==> src/rtl/cross_bar_bank_arbiter.sv <==
// Per-bank request arbiter: round-robin grant of channels 0..2 onto one bank HTU port,
// with a one-entry registered output stage, per-channel read credits and rob slot allocation.
module cross_bar_bank_arbiter #(
    parameter int BANK_ID    = 0,
    parameter int MAX_RD_OUT = 8
) (
    input  logic         clk_i,
    input  logic         rst_i,
    input  logic [2:0]   ch_req_valid_i,
    output logic [2:0]   ch_req_allowIn_o,
    input  logic [5:0]   ch_req_op_i,
    input  logic [83:0]  ch_req_addr_i,
    input  logic [383:0] ch_req_data_i,
    input  logic [2:0]   ch_rd_pop_i,
    output logic         htu_valid_o,
    input  logic         htu_allowIn_i,
    output logic [1:0]   htu_ch_id_o,
    output logic [1:0]   htu_opcode_o,
    output logic [27:0]  htu_addr_o,
    output logic [127:0] htu_data_o,
    output logic [2:0]   htu_rob_num_o,
    output logic         credit_err_o
);

    localparam logic [1:0] OP_READ = 2'b00;

    logic [1:0]   op_c   [3];
    logic [27:0]  addr_c [3];
    logic [127:0] data_c [3];
    logic [3:0]   rd_cnt [3];
    logic [2:0]   rob_ptr[3];
    logic [1:0]   rr_ptr;

    logic [2:0] elig;
    logic [2:0] gnt;
    logic [2:0] rd_gnt;
    logic [1:0] gnt_id;
    logic       gnt_any;
    logic       load_en;

    // Line-address field holds addr[31:4], so bank select addr[9:8] is field bits [5:4].
    always_comb begin
        for (int c = 0; c < 3; c++) begin
            op_c[c]   = ch_req_op_i[c*2 +: 2];
            addr_c[c] = ch_req_addr_i[c*28 +: 28];
            data_c[c] = ch_req_data_i[c*128 +: 128];
            elig[c]   = ch_req_valid_i[c] && (addr_c[c][5:4] == 2'(BANK_ID)) &&
                        ((op_c[c] != OP_READ) || (rd_cnt[c] < 4'(MAX_RD_OUT)));
        end
    end

    always_comb begin
        load_en = ~htu_valid_o | htu_allowIn_i;
        gnt_any = 1'b0;
        gnt_id  = 2'd0;
        for (int k = 0; k < 3; k++) begin
            int idx;
            idx = int'(rr_ptr) + k;
            if (idx >= 3) idx = idx - 3;
            if (!gnt_any && elig[idx]) begin
                gnt_any = 1'b1;
                gnt_id  = 2'(idx);
            end
        end
        // Nothing is accepted while the output register is held or reset is asserted.
        if (!load_en || !rst_i) gnt_any = 1'b0;
        gnt = gnt_any ? (3'b001 << gnt_id) : 3'b000;
        for (int c = 0; c < 3; c++) begin
            rd_gnt[c] = gnt[c] && (op_c[c] == OP_READ);
        end
    end

    assign ch_req_allowIn_o = gnt;

    always_ff @(posedge clk_i or negedge rst_i) begin
        if (!rst_i) begin
            htu_valid_o   <= 1'b0;
            htu_ch_id_o   <= '0;
            htu_opcode_o  <= '0;
            htu_addr_o    <= '0;
            htu_data_o    <= '0;
            htu_rob_num_o <= '0;
            credit_err_o  <= 1'b0;
            rr_ptr        <= '0;
            for (int c = 0; c < 3; c++) begin
                rd_cnt[c]  <= '0;
                rob_ptr[c] <= '0;
            end
        end else begin
            if (load_en) htu_valid_o <= gnt_any;
            if (gnt_any) begin
                htu_ch_id_o   <= gnt_id;
                htu_opcode_o  <= op_c[gnt_id];
                htu_addr_o    <= addr_c[gnt_id];
                htu_data_o    <= data_c[gnt_id];
                htu_rob_num_o <= (op_c[gnt_id] == OP_READ) ? rob_ptr[gnt_id] : 3'd0;
                rr_ptr        <= (gnt_id == 2'd2) ? 2'd0 : gnt_id + 2'd1;
            end
            // A pop with nothing outstanding is an upstream bug: flag it and clamp at zero.
            for (int c = 0; c < 3; c++) begin
                if (rd_gnt[c]) rob_ptr[c] <= rob_ptr[c] + 3'd1;
                if (ch_rd_pop_i[c] && rd_cnt[c] == 4'd0) begin
                    credit_err_o <= 1'b1;
                    rd_cnt[c]    <= {3'b000, rd_gnt[c]};
                end else begin
                    rd_cnt[c] <= rd_cnt[c] + {3'b000, rd_gnt[c]} - {3'b000, ch_rd_pop_i[c]};
                end
            end
        end
    end

endmodule

==> config.mk <==
export PLATFORM = sky130hd
export DESIGN_NAME = cross_bar_bank_arbiter
export DESIGN_NICKNAME = d
export VERILOG_FILES = /design/src/rtl/cross_bar_bank_arbiter.sv
export SDC_FILE = /design/constraint.sdc
export NUM_CORES = 1
export LEC_CHECK = 0
export ABC_AREA = 1
export CAP_MARGIN = 20
export CORE_AREA = 2 2 250 252
export DETAILED_ROUTE_END_ITERATION = 7
export DIE_AREA = 0 0 252 254
export MAX_ROUTING_LAYER = met4
export PLACE_DENSITY = 0.56
export SYNTH_ARGS = -nofsm -noshare
export SYNTH_HDL_FRONTEND = slang
export SYNTH_SLANG_ARGS = --single-unit
==> constraint.sdc <==
create_clock -name clk_i -period 3.26 [get_ports clk_i]
set_input_delay 0.489 -clock clk_i [delete_from_list [all_inputs] [get_ports clk_i]]
set_output_delay 0.489 -clock clk_i [all_outputs]
set_load 0.005 [all_outputs]
==> summary.txt, run 1 <==
Route
  • Vias post-DR: 11800
  • Post-route ant nets: 0
  • Vias/cell: 4.25
  • Remaining DRCs: 0
  • Drt first-iter violations: 586
  • Drt first pass iters: 5
  • Wirelength, routed: 50500 um
  • WL/cell: 18.2 um

Clock network
  • Clk buf depth: 2
  • Cts hold-fix bufs: 0
  • CTS tree: built
  • CTS buffer count: 17
  • Clock Latency Late Sink: 0.48 ns
  • Clk root buf: clkbuf_16
  • Reg clk slew, reported paths: 0.08 ns
  • CTS H-tree lvls: 4
  • Clk sinks: 188

Timing
  • Final WS setup: 0.105 ns
  • Final Setup Violations: 0
  • Worst Tran Pin Value: 0.996 ns
  • Min Tclk post-route: 3.16 ns
  • Setup Skew: 0.0172 ns
  • Final Hold Viols: 0
  • Slew HR: 33.6%
  • Period utilisation layout: 96.8%
  • Unrepaired setup endpoints after global routing: no
  • Max frequency: 0.317 GHz
  • Final Slew Violations: 0

Global routing
  • Initial antenna violation count: 3
  • First-pass GRT wire length: 73400 um
  • GRT Overall Usage: 15.7%
  • Largest net degree at the start of global routing: 134
  • Grt ovf: 0
  • Vias in the first global route: 12200

Power
  • Combinational Power Share: 56.0%
  • LEAKAGE: 7.67 nW
  • Sw Share: 40.8%
  • Pwr Density: 767 nW/um^2
  • Sequential power share: 28.8%
  • Net Switching: 0.00590 W
  • Internal power: 0.00855 W
  • Final total power: 0.0144 W
  • Power share of the clock group: 15.3%
  • Worst vdd ir: 0.000571 V

Yosys
  • Most common cell in the netlist: nand2_1
  • Post-Synthesis Cells: 1352
  • Synth cell types: 42
  • Mean Syn Cell Area: 7.90 um^2
  • Leading area contributor after synthesis: dfrtp_1
  • Synth top area cells: dfrtp_1, nand2_1, o21ai_0
  • Flops & latches, synth: 188
  • EDFF count, synth: 0
  • Sequential fraction of the synthesis area: 44.1%
  • Syn. warnings: 0
  • Main flop type after synthesis: dfrtp_1
  • Synth Net Count: 1858
  • Post-Syn Area: 10700 um^2
  • Synth top cells by count: nand2_1, dfrtp_1, o21ai_0
  • Top cell type's share of synthesized area: 44.1%
  • Asr flop ratio synth: 100%

Final layout
  • Fin nets: 2483
  • Layout filler cell count: 6522
  • Share of layout cells above drive strength 1: 8.09%
  • Area Growth Syn to Fin: 76.3%
  • Final non-filler cell area: 18800 um^2
  • Number of non-filler instances in the completed layout: 2782

Critical path
  • R2R Path Start: rr_ptr[0]$_DFFE_PN0N_
  • Critical path startpoint category: primary input
  • Element type at the critical path end: primary output
  • R2R cell count: 17
  • Crit path required time: 2.77 ns
  • Worst flop-to-flop path endpoint: rd_cnt[10]$_DFF_PN0_
  • Worst EP arrival: 2.67 ns
  • Crit Path Category: primary input to primary output
  • FF-to-FF setup slack: 0.27 ns
  • Worst-path fanout max: 5

Placement
  • Gpl congestion: 0.834
  • Post-DP HPWL: 39200 um
  • Area of placed instances: 18100 um^2
  • DP Worst Slack: -0.354 ns
  • Dpl cells: 2745
  • PortBufs: 650

Die
  • Die Area: 64000 um^2
  • Initial Util: 17.4%
  • Placement Rows: 91
  • Die width: 252 um
  • Core outline area: 61300 um^2
  • Ports: 651
  • Chip Height: 254 um

Job
  • Max-cap viol count: 0

Min path
  • Hold crit path type: primary input to async pin

Run status
  • Outcome: complete, no violations
==> how the worst max path moves through the flow <==
stage / slack (ns) / end / startpoint
finish: 0.10 / ch_req_allowIn_o[2] / ch_req_addr_i[4]
global route: 0.005 / ch_req_allowIn_o[2] / rr_ptr[0]$_DFFE_PN0N_
CTS: 0.02 / ch_req_allowIn_o[2] / rr_ptr[0]$_DFFE_PN0N_
detailed placement: -0.35 / rd_cnt[10]$_DFF_PN0_ / ch_req_addr_i[60]
global placement: -0.29 / rd_cnt[10]$_DFF_PN0_ / ch_req_valid_i[2]
floorplan: 0.24 / rd_cnt[10]$_DFF_PN0_ / rr_ptr[0]$_DFFE_PN0N_
==> through the flow <==
stage	utilization, %	setup TNS, ns	hold slack (ns)
after floorplan	-	0	0.193
after global placement	29.6	-1.48	0.469
after detailed placement	29.6	-2.46	0.470
after CTS	30.7	0	0.153
after global routing	30.7	0	0.134
final	30.7	0	0.104
==> routing by layer <==
metal | track usage (%) | part of all wire (%)
met5 | - | 0
met2 | 26.6 | 50
met1 | 17.6 | 40
met4 | 5.24 | 2.3
met3 | 4.67 | 7.7
==> sequential cells by signal, summed over array words and instances, names as in the netlist <==
signal,count
htu_data_o,128
rr_ptr,2
htu_ch_id_o,2
credit_err_o,1
htu_opcode_o,2
rob_ptr,9
rd_cnt,12
htu_rob_num_o,3
htu_addr_o,28
htu_valid_o,1
==> layout by cell type (no fill, tap or decap), types with 4 or more instances in the layout <==
master / count
clkdlybuf4s50_1: 646
nand2_1: 334
dfrtp_1: 188
o21ai_0: 138
o211ai_1: 91
nand3_1: 86
nor2_1: 72
inv_1: 70
a21oi_1: 61
or2_0: 48
or2_2: 43
buf_4: 42
or2_1: 31
ha_1: 18
clkbuf_16: 17
o21ai_1: 16
o211ai_2: 9
xnor2_1: 7
nor2_2: 6
nand2_2: 5
clkinv_4: 5
inv_4: 4
buf_12: 4
==> cell type report <==
class	instances	area (um^2)	area share (%)
repair buffers	697	6920	36.7
multi-input cells	997	5320	28.2
flip-flops and latches	188	4700	25.0
well taps	790	988	5.25
clock buffers	19	453	2.41
inverters	76	295	1.57
clock inverters	13	150	0.797
diodes	2	5.00	0.0266
==> worst max-delay path, cell delays in order <==
cell	delay, ns
clkdlybuf4s50_1	0.44
nor3_2	0.31
nand3_1	0.13
nand3_1	0.11
nand2_2	0.10
buf_4	0.16
nand3b_4	0.09
nand2_8	0.07
nor2_4	0.13
buf_6	0.13
clkdlybuf4s50_1	0.50
==> power groups by stage <==
| stage | clock network, W | logic, W | registers [W] |
|---|---|---|---|
| floorplan | 0 | 0.00379 | 0.00417 |
| global route | 0.00240 | 0.00893 | 0.00430 |
| finish | 0.00220 | 0.00808 | 0.00416 |
| global placement | 0 | 0.00806 | 0.00414 |
| detailed placement | 0 | 0.00817 | 0.00418 |
| CTS | 0.00231 | 0.00823 | 0.00417 |
==> repair_timing <==
action | in CTS | in global routing
setup buffers | 2 | 1
endpoints found under the setup margin | 3 | 4
gates resized for setup | 9 | 5
pin swaps | 2 | 2
==> logic make-up after synthesis <==
group / count (synthesis) / synth area share [%]
buffers and inverters: 167 / 6.82
AND/OR/NAND/NOR: 640 / 27.3
flip-flops: 188 / 44.1
XOR/XNOR: 9 / 0.738
AO/OA/AOI/OAI: 325 / 18.2
adder cells (fa/ha/maj): 23 / 2.91
Power figures use the tool's default switching activity.
==> run 2, diff against run 1 <==
--- a/config.mk
+++ b/config.mk
@@ -11,7 +11,7 @@
 export DETAILED_ROUTE_END_ITERATION = 7
 export DIE_AREA = 0 0 252 254
 export MAX_ROUTING_LAYER = met4
-export PLACE_DENSITY = 0.56
+export PLACE_DENSITY_LB_ADDON = 0.05
 export SYNTH_ARGS = -nofsm -noshare
 export SYNTH_HDL_FRONTEND = slang
 export SYNTH_SLANG_ARGS = --single-unit
==> constraint.sdc (replaced) <==
create_clock -name clk_i -period 2.7 [get_ports clk_i]
set_input_delay 0.405 -clock clk_i [delete_from_list [all_inputs] [get_ports clk_i]]
set_output_delay 0.405 -clock clk_i [all_outputs]
set_load 0.005 [all_outputs]
==> run 2 against run 1 <==
Compared with the run above: the run now ends with setup timing left; clock skew down 0.0075 ns; power is 31% higher; die area is the same; first-iteration DRC count increased by 28%; non-clock buffer count is 44 higher; critical path depth is 7 higher; critical endpoint is now rd_cnt[9]$_DFF_PN0_; sequential power rose by 20%; largest power group unchanged.
==> summary.txt, run 2 (synthesis results as in run 1) <==
Die
  • Core outline area: 61300 um^2 (unchanged)
  • Chip Height: 254 um (unchanged)
  • Placement Rows: 91 (unchanged)
  • Die Area: 64000 um^2 (unchanged)
  • Ports: 651 (unchanged)
  • Initial Util: 17.4% (unchanged)
  • Die width: 252 um (unchanged)

Global routing
  • First-pass GRT wire length: 87600 um (+19%)
  • Vias in the first global route: 12300 (+0.92%)
  • Grt ovf: 0 (unchanged)
  • Largest net degree at the start of global routing: 124 (-7.5%)
  • Initial antenna violation count: 19 (+16)
  • GRT Overall Usage: 19.6% (+4.0 points)

Placement
  • Post-DP HPWL: 46700 um (+19%)
  • Gpl congestion: 0.854 (+2.4%)
  • PortBufs: 650 (unchanged)

Clock network
  • Clk root buf: clkbuf_16
  • CTS H-tree lvls: 4 (unchanged)
  • CTS buffer count: 17 (unchanged)
  • Clk sinks: 188 (unchanged)
  • Reg clk slew, reported paths: 0.08 ns (about the same)
  • Clk buf depth: 2 (unchanged)
  • CTS tree: built
  • Clock Latency Late Sink: 0.49 ns (about the same)

Timing
  • Max frequency: 0.350 GHz
  • Final Slew Violations: 0 (unchanged)
  • Final WS setup: -0.154 ns (-0.259 ns)
  • Period utilisation layout: 106%
  • Unrepaired setup endpoints after global routing: yes
  • Slew HR: 38.1% (+4.5 points)
  • Setup Skew: 0.00971 ns (-0.00745 ns)
  • Final hold slack: 0.470 ns (+0.365 ns)
  • Min Tclk post-route: 2.85 ns
  • Final Setup Violations: 9 (+9)
  • Final Hold Viols: 0 (unchanged)
  • Worst Tran Pin Value: 0.929 ns (-0.0671 ns)

Final layout
  • Top Registers: htu_data_o x128, htu_addr_o x28, rd_cnt x12
  • Most common cell after layout, fill and taps aside: clkdlybuf4s50_1
  • Area Growth Syn to Fin: 84.5%
  • Final Util: 32.2% (+1.4 points)
  • Share of layout cells above drive strength 1: 11.9% (+3.9 points)
  • Fin nets: 2527 (+1.8%)
  • Largest Register: htu_data_o
  • Commonest cells after routing, fill and taps aside: clkdlybuf4s50_1, nand2_1, dfrtp_1, o21ai_0, o211ai_1
  • Layout filler cell count: 6541 (+0.29%)
  • Max FFs per register: 128 (unchanged)

Critical path
  • Critical Path Sink: rd_cnt[9]$_DFF_PN0_
  • Crit path from: rr_ptr[0]$_DFFE_PN0N_
  • FF-to-FF setup slack: -0.15 ns (-0.42 ns)
  • Crit Path Category: flop to flop
  • R2R cell count: 18 (+1)
  • Worst-path fanout max: 5 (unchanged)
  • R2R Path Start: rr_ptr[0]$_DFFE_PN0N_
  • Element type at the critical path end: flop
  • Worst flop-to-flop path endpoint: rd_cnt[9]$_DFF_PN0_
  • Crit path required time: 3.13 ns (+0.36 ns)
  • Critical path startpoint category: flop
  • Worst EP arrival: 3.29 ns (+0.62 ns)

Run status
  • Failing checks: setup timing
  • Outcome: finished, violations left

Route
  • Post-route ant nets: 0 (unchanged)
  • Drt first-iter violations: 750 (+28%)
  • Routed length on met3: 5220 um (+34%)
  • Met2 WL: 32800 um (+31%)
  • Remaining DRCs: 0 (unchanged)
  • Vias post-DR: 12000 (+1.7%)
  • Highest routed metal layer: met4
  • WL/cell: 22.8 um (+26%)
  • Vias/cell: 4.23 (-0.51%)
  • Met1 Wirelength: 25800 um (+26%)
  • Drt first pass iters: 5 (unchanged)
  • Wirelength, routed: 64800 um (+28%)

Power
  • Pwr Density: 958 nW/um^2 (+25%)
  • Final total power: 0.0189 W (+31%)
  • Worst vdd ir: 0.000521 V (-8.7%)
  • LEAKAGE: 8.03 nW (+4.6%)

Job
  • Max-cap viol count: 0 (unchanged)

Min path
  • Hold crit path type: primary input to flop
run 2: cell types whose count changed in the layout (fill, tap and decap cells not counted), sizes merged, moves of 2 or more:
| cell | previous run | this run |
|---|---|---|
| clkbuf | 20 | 26 |
| clkinvlp | 0 | 2 |
| clkinv | 6 | 3 |
| dlygate4sd2 | 2 | 0 |
| buf | 47 | 88 |
| diode | 2 | 19 |
| bufinv | 1 | 3 |
| inv | 82 | 80 |
run 2: area by class of cell:
class	count	area [um^2]	area share [%]
timing repair buffer	741	7540	38.3
multi-input combinational	997	5510	27.9
sequential	188	4700	23.9
tap	790	988	5.02
clock buffer	20	457	2.32
inverter	76	300	1.52
clock inverter	12	159	0.806
antenna	19	47.5	0.241
run 2: worst min-delay path by stage:
stage / start / end / depth (start not counted)
floorplan: rst_i / credit_err_o$_DFFE_PN0P_ / 0
global placement: rst_i / htu_addr_o[5]$_DFFE_PN0N_ / 2
detailed placement: rst_i / htu_addr_o[5]$_DFFE_PN0N_ / 2
CTS: ch_req_data_i[264] / htu_data_o[8]$_DFFE_PN0N_ / 3
global route: ch_req_addr_i[68] / htu_addr_o[12]$_DFFE_PN0N_ / 3
finish: ch_req_data_i[272] / htu_data_o[16]$_DFFE_PN0N_ / 3
run 2: per-stage QoR:
stage,area (um^2),TNS (ns),std cells,worst slack (ns)
3_3_place_gp,18400,-57.88,2764,-0.785
4_1_cts,19400,-0.828,2814,-0.157
6_report,19700,-0.757,2843,-0.154
3_5_place_dp,18400,-63.50,2764,-0.742
5_1_grt,19700,-2.58,2843,-0.272
2_1_floorplan,10800,-0.852,1352,-0.199
run 2: per-layer routing:
metal  global-route usage, %  vias up
met5                       -        -
li1                        -     5850
met2                    33.4      407
met1                    21.4     5730
met4                    5.33        0
met3                    7.59       40
run 2: report_power, final:
| group | switching (W) | total [W] | internal [W] |
|---|---|---|---|
| clock network | 0.00133 | 0.00285 | 0.00152 |
| registers | 0.000764 | 0.00499 | 0.00423 |
| logic | 0.00561 | 0.0110 | 0.00542 |
run 2: what timing repair did:
item                                    in CTS  in global routing
hold buffers                                 1                  0
endpoints found under the setup margin      51                153
cloned                                       1                  6
gates resized for setup                     54                 33
pin swaps                                   27                 16
setup buffers                               16                  6
endpoints found under the hold margin       18                  0
run 2: critical path: stages (launching register included):
cell,delay [ns]
dfrtp_1,0.40
buf_6,0.13
ha_4,0.18
inv_4,0.07
nand3_2,0.08
nand3_2,0.10
nand2_4,0.07
buf_6,0.12
a21oi_4,0.19
nand2_8,0.09
nor2_4,0.15
buf_6,0.11
nand2_4,0.05
ha_4,0.25
inv_2,0.03
ha_4,0.15
fa_2,0.51
inv_1,0.03
nor2_1,0.07
